### config.mk
export PLATFORM = sky130hd
export DESIGN_NAME = ddmm_calendar
export DESIGN_NICKNAME = d
export VERILOG_FILES = /design/src/rtl/ddmm_calendar.sv
export SDC_FILE = /design/constraint.sdc
export NUM_CORES = 1
export LEC_CHECK = 0
export ABC_AREA = 1
export CAP_MARGIN = 20
export CORE_ASPECT_RATIO = 1.4
export CORE_UTILIZATION = 52
export CTS_CLUSTER_DIAMETER = 50
export DETAILED_ROUTE_END_ITERATION = 16
export PLACE_DENSITY = 0.78
export SYNTH_ARGS = -nofsm -noshare
export SYNTH_HDL_FRONTEND = slang
export SYNTH_SLANG_ARGS = --single-unit
export TNS_END_PERCENT = 30
### constraint.sdc
create_clock -name clock -period 9 [get_ports clock]
set_input_delay 1.8 -clock clock [delete_from_list [all_inputs] [get_ports clock]]
set_output_delay 1.8 -clock clock [all_outputs]
set_load 0.03 [all_outputs]
### src/rtl/ddmm_calendar.sv
// Day-of-year calendar with BCD day/month/day-of-year readout and a binary year.
// Latency: one clock from a day tick or load to the registered doy. Date decode is combinational; there is no backpressure.
module ddmm_calendar #(
    parameter int unsigned TICK_DIV  = 1,
    parameter int unsigned YEAR_INIT = 2000,
    parameter int unsigned LEAP_MODE = 0
) (
    input  logic        clock,
    input  logic        reset_n,
    input  logic        en,
    input  logic        load,
    input  logic [8:0]  load_doy,
    input  logic        leap_sw,
    output logic [3:0]  dd_msb,
    output logic [3:0]  dd_lsb,
    output logic [3:0]  mm_msb,
    output logic [3:0]  mm_lsb,
    output logic [11:0] doy_bcd,
    output logic [13:0] year,
    output logic        leap,
    output logic        year_wrap
);

    localparam logic [15:0] PRESC_MAX = 16'(TICK_DIV - 1);
    localparam logic [13:0] YEAR_RST  = 14'(YEAR_INIT);
    // Days elapsed before each month in a common year.
    localparam logic [8:0] CUM [12] = '{9'd0, 9'd31, 9'd59, 9'd90, 9'd120, 9'd151,
                                        9'd181, 9'd212, 9'd243, 9'd273, 9'd304, 9'd334};

    logic [15:0] presc;
    logic [8:0]  doy;
    logic [13:0] year_q;
    logic [8:0]  last;
    logic        tick;

    always_comb begin
        if (LEAP_MODE == 1)
            leap = ((year_q % 14'd4) == 14'd0) &&
                   (((year_q % 14'd100) != 14'd0) || ((year_q % 14'd400) == 14'd0));
        else
            leap = leap_sw;
    end

    assign last = leap ? 9'd366 : 9'd365;
    assign tick = en && (presc == PRESC_MAX);
    assign year = year_q;

    always_ff @(posedge clock or negedge reset_n) begin
        if (!reset_n) begin
            presc     <= 16'd0;
            doy       <= 9'd1;
            year_q    <= YEAR_RST;
            year_wrap <= 1'b0;
        end else begin
            year_wrap <= 1'b0;
            if (load) begin
                presc <= 16'd0;
                if ((load_doy != 9'd0) && (load_doy <= last))
                    doy <= load_doy;
            end else if (tick) begin
                presc <= 16'd0;
                if (doy >= last) begin
                    doy       <= 9'd1;
                    year_q    <= (year_q == 14'd9999) ? 14'd0 : year_q + 14'd1;
                    year_wrap <= 1'b1;
                end else begin
                    doy <= doy + 9'd1;
                end
            end else if (en) begin
                presc <= presc + 16'd1;
            end
        end
    end

    // A stale doy of 366 after leap drops is shown as 31/12 until the wrap tick.
    logic [8:0] disp;
    logic [8:0] start;
    logic [8:0] s;
    logic [3:0] mon;
    logic [4:0] day;

    always_comb begin
        disp  = (doy > last) ? last : doy;
        start = 9'd0;
        mon   = 4'd1;
        s     = 9'd0;
        for (int i = 1; i < 12; i++) begin
            s = CUM[i] + ((leap && i >= 2) ? 9'd1 : 9'd0);
            if (disp > s) begin
                mon   = 4'(i + 1);
                start = s;
            end
        end
        day = 5'(disp - start);
    end

    assign dd_msb  = 4'(day / 5'd10);
    assign dd_lsb  = 4'(day % 5'd10);
    assign mm_msb  = (mon >= 4'd10) ? 4'd1 : 4'd0;
    assign mm_lsb  = (mon >= 4'd10) ? mon - 4'd10 : mon;
    assign doy_bcd = {4'(doy / 9'd100), 4'((doy / 9'd10) % 9'd10), 4'(doy % 9'd10)};

endmodule

Word-level counts from Yosys, hierarchy flattened
Cells that the tools add are included.
- $add $sub $neg: 15
- divide/modulo/power cells: 6
- magnitude comparators: 15
- eq/ne operators: 2
- mux-type cells: 38
- bitwise logic cells: 1
- reductions and logical operators: 8
- operators with widths (operator ; number):
    $gt 9x9->1 ; 8
    $mux 5 ; 11
    $mux 16 ; 3
    $mux 9 ; 5
    $mux 4 ; 11
    $add 8x1->9 const A ; 4
    $add 9x1->9 const A ; 3
    $gt 9x8->1 ; 2
    $mod 9x4->9 const B ; 2
    $add 16x1->16 const B ; 1
    $add 7x1->8 const A ; 2
    $logic_not 16->1 ; 1
    $add 14x1->14 const B ; 1
    $eq 14x14->1 const B ; 1
    $mux 14 ; 1
    $add 9x1->9 const B ; 1
    $div 9x4->9 const B ; 1
    $div 9x7->9 const B ; 1
    $ge 9x9->1 ; 1
    $gt 9x5->1 const B ; 1
    $gt 9x7->1 ; 1
    $le 9x9->1 ; 1
    $reduce_bool 9->1 ; 1
    $add 6x1->7 const A ; 1
    other kinds (14) ; 20
- bits in registers: 40
- logic and storage cells: 89

Longest topological paths before layout
Gate-level depths: netlist (run 1).
- depth after elaboration: 17
- gate-level depth with buffers: 47
- depth with buffers taken out: 46

Worst setup path before layout (run 1)
Ideal clock, no wire load.
- path kind: input port to output port
- start point: input port leap_sw
- end point: output port dd_lsb[2]
- arrival: 7843 ps
- required time: 7200 ps
- slack: -643 ps
- stages on the path: 34
- buffers on the path: 0
- cell sequence: clkinv_1 -> ha_1 -> inv_1 -> nor2_1 -> o311ai_0 -> a21boi_1 -> nand2_1 -> o21ai_0 -> inv_1 -> ha_1 -> o21bai_1 -> a21oi_1 -> o311ai_0 -> o21ai_1 -> o21ai_0 -> nand2_1 -> nand2_1 -> a211oi_1 -> a21oi_1 -> o21ai_1 -> a31oi_1 -> ha_1 -> nand3_1 -> nand2_1 -> xnor2_1 -> ha_1 -> o21ai_0 -> xor2_1 -> ha_1 -> a21oi_1 -> nand2_1 -> nand2_1 -> nand2_1 -> o21ai_0
- cells in the longest elaborated chain, start to end: 17
- ends and longest elaborated chain (what ; RTL line ; RTL):
    start, declared ; 13 ; input logic leap_sw,
    $mux 2 ; 44 ; assign last = leap ? 9'd366 : 9'd365;
    $gt 9x9->1 ; 83 ; disp = (doy > last) ? last : doy;
    $mux 9 ; 83 ;
    $gt 9x5->1 ; 89 ; if (disp > s) begin
    $mux 5 (11 in series) ; 89 ;
    $sub 5x5->5 (*) ; 94 ; day = 5'(disp - start);
    $mod 5x4->5 (*) ; 98 ; assign dd_lsb = 4'(day % 5'd10);
    end, declared ; 15 ; output logic [3:0] dd_lsb,
Mark *: on every way between the ends. The rest lies on a longest branch, timed or not.

Worst setup path after layout (run 1)
- start point: input port leap_sw
- end point: output port dd_lsb[3]
The elaborated chain is that of the path after synthesis.

==> results summary, run 1 <==
The tree is rooted in a sky130_fd_sc_hd__clkbuf_16. The signed area change from the synthesized netlist to the final layout came out at 28.6%. The filler-free cell count of the finished design is 902. The floorplan step defined a core boundary enclosing 8660 µm².

The class of the most critical setup path is primary input to primary output. The xor and xnor fraction of the mapped netlist area is 0.0373. STA classifies the critical path endpoint as a primary output. The largest single stage delay on the critical path is just under 0.3 ns. Along the worst hold path, the cell count comes to 2. The flow ran to the end, and the final reports show no timing, DRC or antenna violations. The total of endpoints with negative setup slack in the final report came out at 0. The headroom to the max-slew limit came out at 0.409. The top metal layer carrying routed signals is met4.

The site row count is 40. Detailed placement ended at an HPWL of ~10000 µm. The simple-gate portion of the synthesized area is 0.361.

The final critical-path setup slack came out at between 0.3 and 0.4 ns. At the later pin of the worst-skew pair, clock insertion delay measures 0.28 ns. The average wire per standard cell came out at 14.3 µm. By area the synthesized netlist is led by sky130_fd_sc_hd__dfrtp_1, sky130_fd_sc_hd__nand2_1, sky130_fd_sc_hd__ha_1.

The max-slew violation count is 0. The cell area after synthesis is between 4000 and 5000 µm². The overall via count from detail_route came out at slightly above 5k.

For hold timing, the worst endpoint is year[7]. The placed instances occupy a cell area of around 5500 µm². Port buffering added around 50 buffers. The launching element type of the critical path is a primary input. Prior to clock tree synthesis, the placed netlist has a worst setup slack of -0.562 ns. The share of the yosys chip area belonging to registers is 0.215. The final critical-path required period is between 8 and 9 ns.

The number of distinct library cells after synthesis is 57. Before antenna repair, the detailed router went through 5 iterations. The fill cell total of the finished layout came out at ~700. The total of warnings raised by yosys is 0. The global-route wire length before repair is between 20000 and 25000 µm. TritonCTS built the clock tree. Of the cells placed in the final design, the portion with a size suffix greater than 1 is 0.231. For this run, the top clock speed supported by timing is around 120 MHz. The reported max-cap violation count came out at 0. The number of nets still failing antenna checks after routing came out at 0. The clock net in this run drives a total of 40 sinks. The part of the cycle the worst path needs is 0.960.

The measured slew at the worst slew-check pin is around 0.9 ns. The number of enable-type register cells in the synthesized netlist came out at 0. The startpoint of the most critical hold path is year[7].

Buffers inserted during clock tree synthesis total 5. The DRC violation total after the first TritonRoute iteration is about 320. CTS built an H-tree with a depth of 2. The length of routed met2 wiring came out at 7050 µm.

The number of buffers on the longest clock path came out at 2. STA puts the critical path data arrival time at roughly 7 ns. Dividing the synthesized area by the synthesized cell count gives 6.69 µm². The overall track demand over capacity in global routing is 0.287.

The number of top-level pins is just under 60. The remaining global-route overflow came out at 0. The wire length on met1 is 4920 µm. Of all cell types, the one taking the most synthesized area is sky130_fd_sc_hd__dfrtp_1.

The vertical extent of the die is 114 µm. The area of the die is between 9000 and 10000 µm². Of the total synthesized cell area, the portion taken by full adders, half adders and majority gates is 0.100. The number of placed cells counting well taps is about 900.

In the synthesized netlist the dominant register cell turns out to be sky130_fd_sc_hd__dfrtp_1. The synthesized netlist cell count is between 700 and 800. The endpoint required time on the critical path is roughly 7 ns. The number of global-route vias before repair was ~5k. The worst register-to-register path has a setup slack of 5.16 ns. In this run the worst hold path is classified as flop to flop. The area fraction in compound gates after synthesis is 0.161.

The routed wire length is between 10000 and 15000 µm. The total DRC errors in the routed layout came out at 0. The number of antenna repair diodes came out at 0. The number of register bits inferred by synthesis is 40.

The horizontal die dimension is about 80 µm. The proportion of netlist area held by the largest area contributor came out at 0.176. The cell area after layout came out at 6040 µm². The post-cts hold buffer count came out at 0.

In this run the critical register-to-register path is captured at year[13]. The critical path's slowest cell is sky130_fd_sc_hd__ha_1. The clock transition at the registers of the reported paths came out at ~0.060 ns. For this configuration, the core starts out at a cell density of 0.543. The worst register-to-register path begins at doy[8]. The clock skew is between 0.005 and 0.006 ns. The largest driver fanout on the critical path is 4. The final weighted congestion of routability-driven global placement came out at 0.951.

The total met3 wirelength after detailed routing is between 400 and 500 µm. The via count normalized by instance count is around 5.6. The pin count of the biggest net entering global routing came out at 41. The length in cells of the worst reg-to-reg path came out at 15. The final layout contains roughly 850 nets. The portion of synthesized area spent on multiplexers is 0.0114. The final hold slack is ~0.53 ns. The fraction of synthesis flops using an asynchronous set or reset pin is 1.00.

The count of endpoints failing hold in the final timing report came out at 0. The dominant combinational cell family by area after synthesis is simple AND/OR/NAND/NOR gates. The initial antenna violation count is 0.
[area by class of cell]
cell class	count	area (µm²)	area share
clock buffer	6	129	0.0213
multi-input combinational	539	3450	0.571
clock inverter	2	16.3	0.00269
tap	105	131	0.0217
timing repair buffer	103	900	0.149
sequential	40	1010	0.167
inverter	107	409	0.0677
[layer usage]
metal / GRT usage / vias up
met3: 0.0406 / 49
met4: 0.139 / 0
met1: 0.293 / 2341
li1: - / 2498
met5: 0 / -
met2: 0.547 / 141
[registers in the layout (all words and copies together) (netlist names)]
register,cells
presc,16
year,14
doy,9
year_wrap,1
[stage by stage]
step / TNS (ns) / util
2_1_floorplan: 0 / -
3_3_place_gp: -1.46 / 0.640
3_5_place_dp: -2.02 / 0.640
4_1_cts: 0 / 0.675
5_1_grt: -0.121 / 0.698
6_report: 0 / 0.698
[timing repair]
action,4_1_cts,5_1_grt
pin swaps,18,30
setup endpoints to repair,4,4
gates resized for setup,32,41
setup buffers,9,2
[placed cells by master (no fill, tap or decap), types with 5 or more instances in the layout]
cell type | synthesis | layout
sky130_fd_sc_hd__conb_1 | 1 | 6
sky130_fd_sc_hd__nand2_4 | 11 | 12
sky130_fd_sc_hd__o21ai_1 | 3 | 6
sky130_fd_sc_hd__ha_4 | 0 | 5
sky130_fd_sc_hd__nand4_1 | 13 | 13
sky130_fd_sc_hd__o21ai_0 | 34 | 25
sky130_fd_sc_hd__nor4_1 | 9 | 9
sky130_fd_sc_hd__dfstp_2 | 7 | 7
sky130_fd_sc_hd__inv_1 | 94 | 89
sky130_fd_sc_hd__xor2_1 | 17 | 14
sky130_fd_sc_hd__o21ai_2 | 2 | 8
sky130_fd_sc_hd__nor2_1 | 71 | 63
sky130_fd_sc_hd__buf_4 | 9 | 54
sky130_fd_sc_hd__nand3_2 | 5 | 6
sky130_fd_sc_hd__inv_2 | 11 | 16
sky130_fd_sc_hd__nand2_2 | 24 | 27
sky130_fd_sc_hd__nand3_1 | 47 | 46
sky130_fd_sc_hd__clkbuf_16 | 0 | 5
sky130_fd_sc_hd__nor2_2 | 0 | 6
sky130_fd_sc_hd__clkdlybuf4s50_1 | 0 | 44
sky130_fd_sc_hd__ha_1 | 36 | 28
sky130_fd_sc_hd__a31oi_1 | 10 | 8
sky130_fd_sc_hd__a21oi_2 | 0 | 5
sky130_fd_sc_hd__nand2_1 | 138 | 134
sky130_fd_sc_hd__a21oi_1 | 39 | 33
sky130_fd_sc_hd__nor3_1 | 20 | 19
sky130_fd_sc_hd__dfrtp_1 | 33 | 33
[worst max-delay path, delay by kind of cell]
kind                     cells  cell delay (ns)
adder cells (fa/ha/maj)      5             1.25
AND/OR/NAND/NOR              9             0.91
XOR/XNOR                     3             0.50
AO/OA/AOI/OAI               10             1.45
buffers and inverters        9             0.92
[how the worst max path moves through the flow]
stage	startpoint	end	slack (ns)	cells after the start
floorplan	leap_sw	dd_lsb[3]	0.008	34
global placement	leap_sw	dd_lsb[1]	-0.41	39
detailed placement	leap_sw	dd_lsb[3]	-0.56	38
CTS	leap_sw	dd_lsb[3]	0.05	39
global route	leap_sw	dd_lsb[3]	-0.05	36
finish	leap_sw	dd_lsb[3]	0.36	36
[synth_stat cells, drive strengths merged (2+ instances only)]
| library cell | count |
|---|---|
| o311ai | 2 |
| a22oi | 2 |
| nand2 | 173 |
| dfstp | 7 |
| nand4 | 13 |
| a2111o | 2 |
| o22ai | 4 |
| a31oi | 10 |
| o21bai | 3 |
| nor2 | 72 |
| o31ai | 3 |
| mux2i | 3 |
| ha | 36 |
| nor4 | 9 |
| xnor2 | 3 |
| o21a | 2 |
| dfrtp | 33 |
| inv | 105 |
| buf | 14 |
| a211oi | 4 |
| clkbuf | 8 |
| o211ai | 4 |
| a21oi | 40 |
| nand3 | 55 |
| clkinv | 2 |
| nand3b | 2 |
| o21ai | 39 |
| nor3 | 20 |
| xor2 | 17 |
[kinds of logic after synthesis]
| family | count (synthesis) |
|---|---|
| XOR/XNOR | 20 |
| other | 1 |
| adder cells (fa/ha/maj) | 37 |
| multiplexers | 4 |
| buffers and inverters | 129 |
| flip-flops | 40 |
| AND/OR/NAND/NOR | 348 |
| AO/OA/AOI/OAI | 124 |
Power of run 1 is left out: the tool's default activity adds up to more than one toggle a clock period on the data nets, which glitch-free logic cannot reach.
==> run 2, diff against run 1 <==
Settings changed: CORE_ASPECT_RATIO 1.4 to default.
==> run 2 against run 1 <==
  * Critical path depth increased by 2
  * Hold slack improved by 0.0094 ns
  * Cell count increased by 1.1%
  * Critical endpoint unchanged
==> results summary, run 2 (synthesis gave the netlist of run 1 again) <==
The final weighted congestion of routability-driven global placement is 0.979 (+2.9%). The fill cell total of the finished layout was 735 (+5.3%). presc holds more flip-flops than any other register. The horizontal die dimension came out at 97.1 µm (+18%). The final hold slack came out at 0.541 ns (+0.00943 ns). The library cells used most frequently in the layout, excluding fill and tap cells, are sky130_fd_sc_hd__nand2_1, sky130_fd_sc_hd__inv_1, sky130_fd_sc_hd__nor2_1, sky130_fd_sc_hd__buf_4, sky130_fd_sc_hd__nand3_1. The area of the die was 9420 µm² (about the same).

The pin count of the biggest net entering global routing came to 41 (unchanged). The initial antenna violation count is 0 (unchanged). Counting stages on the worst path, the most repeated cell is sky130_fd_sc_hd__inv_1. The vertical extent of the die was 97.1 µm (-15%).

The via count normalized by instance count was 5.55 (-0.45%). The global routing stage identified its most utilized layer as met2. The total DRC errors in the routed layout came out at 0 (unchanged). The clock transition at the registers of the reported paths is 0.07 ns (about the same). The first-pass iteration count of the detailed router came out at 5 (unchanged). The clock sink total is 40 (unchanged). The post-cts hold buffer count is 0 (unchanged).

The total clock buffers created by CTS is 5 (unchanged). The post-layout net count came out at 854 (+0.83%). The part of the cycle the worst path needs came out at 0.978 (+0.0178). The cell area after layout was 6070 µm² (+0.43%).

The maximum operating frequency is 114 MHz (-1.8%). The number of antenna repair diodes came out at 0 (unchanged). The number of flip-flops under the largest register name is 16 (unchanged). The post-route setup TNS was 0 ns (unchanged).

The count of buffers inserted at the top-level ports is 51 (unchanged). The path class of the tightest hold or removal check is flop to flop. The critical path data arrival time came out at 7.00 ns (+0.16 ns). The met2 demand-to-capacity share in global routing came out at 0.488 (-0.0590).

TritonCTS built the clock tree. The total cell area at the placement stage came out at 5580 µm² (+0.61%). The number of global-route vias before repair is 4997 (+1.0%). The measured slew at the worst slew-check pin came out at 0.889 ns (+0.00210 ns). The largest stage delay on the critical path came out at 0.35 ns (+0.06 ns). The CTS root buffer is sky130_fd_sc_hd__clkbuf_8. The headroom to the max-slew limit came out at 0.407 (-0.00140). The max-slew violation count came out at 0 (unchanged). The total of endpoints with negative setup slack in the final report came out at 0 (unchanged). The overall track demand over capacity in global routing came out at 0.271 (-0.0159). The overall via count from detail_route came out at 5062 (+0.66%). The clock skew came out at 0.00439 ns (-0.000905 ns). Setup repair after global routing could not meet its margin everywhere. The sequential standard cell area is 1010 µm² (unchanged). The number of top-level pins is 58 (unchanged).

The reported max-cap violation count came out at 0 (unchanged). The site row count came out at 34 (-15%). The maximum level of the CTS H-tree is 2 (unchanged). Leaving out fill and tap cells, the most frequent cell in the layout is sky130_fd_sc_hd__nand2_1.

The endpoint required time on the critical path came out at 7.20 ns (about the same). The class of the most critical setup path is primary input to primary output. The number of buffers on the longest clock path is 2 (unchanged). The starting density of the core is 0.539 (-0.00389).

Among all stages on the critical path, the largest delay is contributed by sky130_fd_sc_hd__fa_2. The number of nets still failing antenna checks after routing is 0 (unchanged). The clock latency on the worst-skew pair came out at 0.29 ns (about the same).

The global-route wire length before repair came to 21700 µm (+2.8%). The multi-input logic area is 3460 µm² (+0.44%). The final critical-path required period came to 8.80 ns (+0.160 ns). The launching element type of the critical path is a primary input. The area of the placeable core came out at 8720 µm² (+0.72%).

The worst setup path is captured at a primary output. The largest driver fanout on the critical path came to 4 (unchanged). The routed wire length came to 13000 µm (+0.33%).

The run finished with clean final reports. The met1 usage came to 0.324 (+0.0304). The count of endpoints failing hold in the final timing report was 0 (unchanged). The global-route track usage on met3 was 0.0309 (-0.00970).

The remaining global-route overflow came to 0 (unchanged). Compared with the post-synthesis result, the final layout area differs by 29.1%. The DRC violation total after the first TritonRoute iteration is 244 (-23%). The ratio of cells with drive above 1 in the final layout is 0.238 (+0.00670).

The half-perimeter wire length after placement came out at 9740 µm (-2.3%). The final standard cell utilization of the core came out at 0.696 (-0.00199). The average wire per standard cell is 14.2 µm (-0.77%).
-- run 2: changes by cell type in the layout (fill, tap and decap cells not counted), moves of 2 or more --
cell / previous run / this run
sky130_fd_sc_hd__buf_4: 54 / 59
sky130_fd_sc_hd__buf_6: 3 / 5
sky130_fd_sc_hd__clkbuf_16: 5 / 0
sky130_fd_sc_hd__clkbuf_8: 0 / 6
sky130_fd_sc_hd__clkinv_2: 0 / 2
sky130_fd_sc_hd__inv_1: 89 / 92
sky130_fd_sc_hd__inv_2: 16 / 13
sky130_fd_sc_hd__o21ai_2: 8 / 5
-- run 2: layer usage --
layer | vias to the layer above | wire length (µm)
met2 | 169 | 6480
met1 | 2340 | 5430
li1 | 2515 | -
met4 | 0 | 422
met5 | - | 0
met3 | 38 | 631
-- run 2: critical path: cells and delay by family --
family	cells	cell delay, ns
AOI/OAI and AO/OA	11	1.53
adders and majority gates	5	1.28
buffers and inverters	11	0.91
and+or+nand+nor	8	0.88
xor gates and xnor gates	3	0.59
-- run 2: final cells by class --
cell class,instances,area share
multi-input cells,539,0.571
clock inverters,2,0.00165
repair buffers,110,0.158
clock buffers,6,0.0136
well taps,108,0.0223
flip-flops and latches,40,0.166
inverters,107,0.0674
-- run 2: metrics by stage --
| stage | setup WS, ns | instances |
|---|---|---|
| 2_1_floorplan | 0.00763 | 708 |
| 4_1_cts | 0.00472 | 907 |
| 3_5_place_dp | -0.649 | 889 |
| 6_report | 0.198 | 912 |
| 5_1_grt | -0.161 | 912 |
| 3_3_place_gp | -0.324 | 889 |
-- run 2: final timing paths --
kind | depth (start not counted) | from | to | slack, ns
worst min-delay path | 1 | year[11] | year[11] | 0.54
worst max register to register | 16 | doy[8] | year[13] | 5.10
max in group asynchronous | 1 | reset_n | presc[13] | 6.82
worst max-delay path | 38 | leap_sw | dd_lsb[3] | 0.20
worst min register to register | 1 | year[11] | year[11] | 0.54
min in group asynchronous | 1 | reset_n | doy[1] | 1.63
-- run 2: what timing repair did --
action,in CTS,in global routing
pin swaps,22,32
endpoints found under the setup margin,5,4
resized for setup,35,39
setup buffers,10,5
Power of run 2 is left out for the same reason.
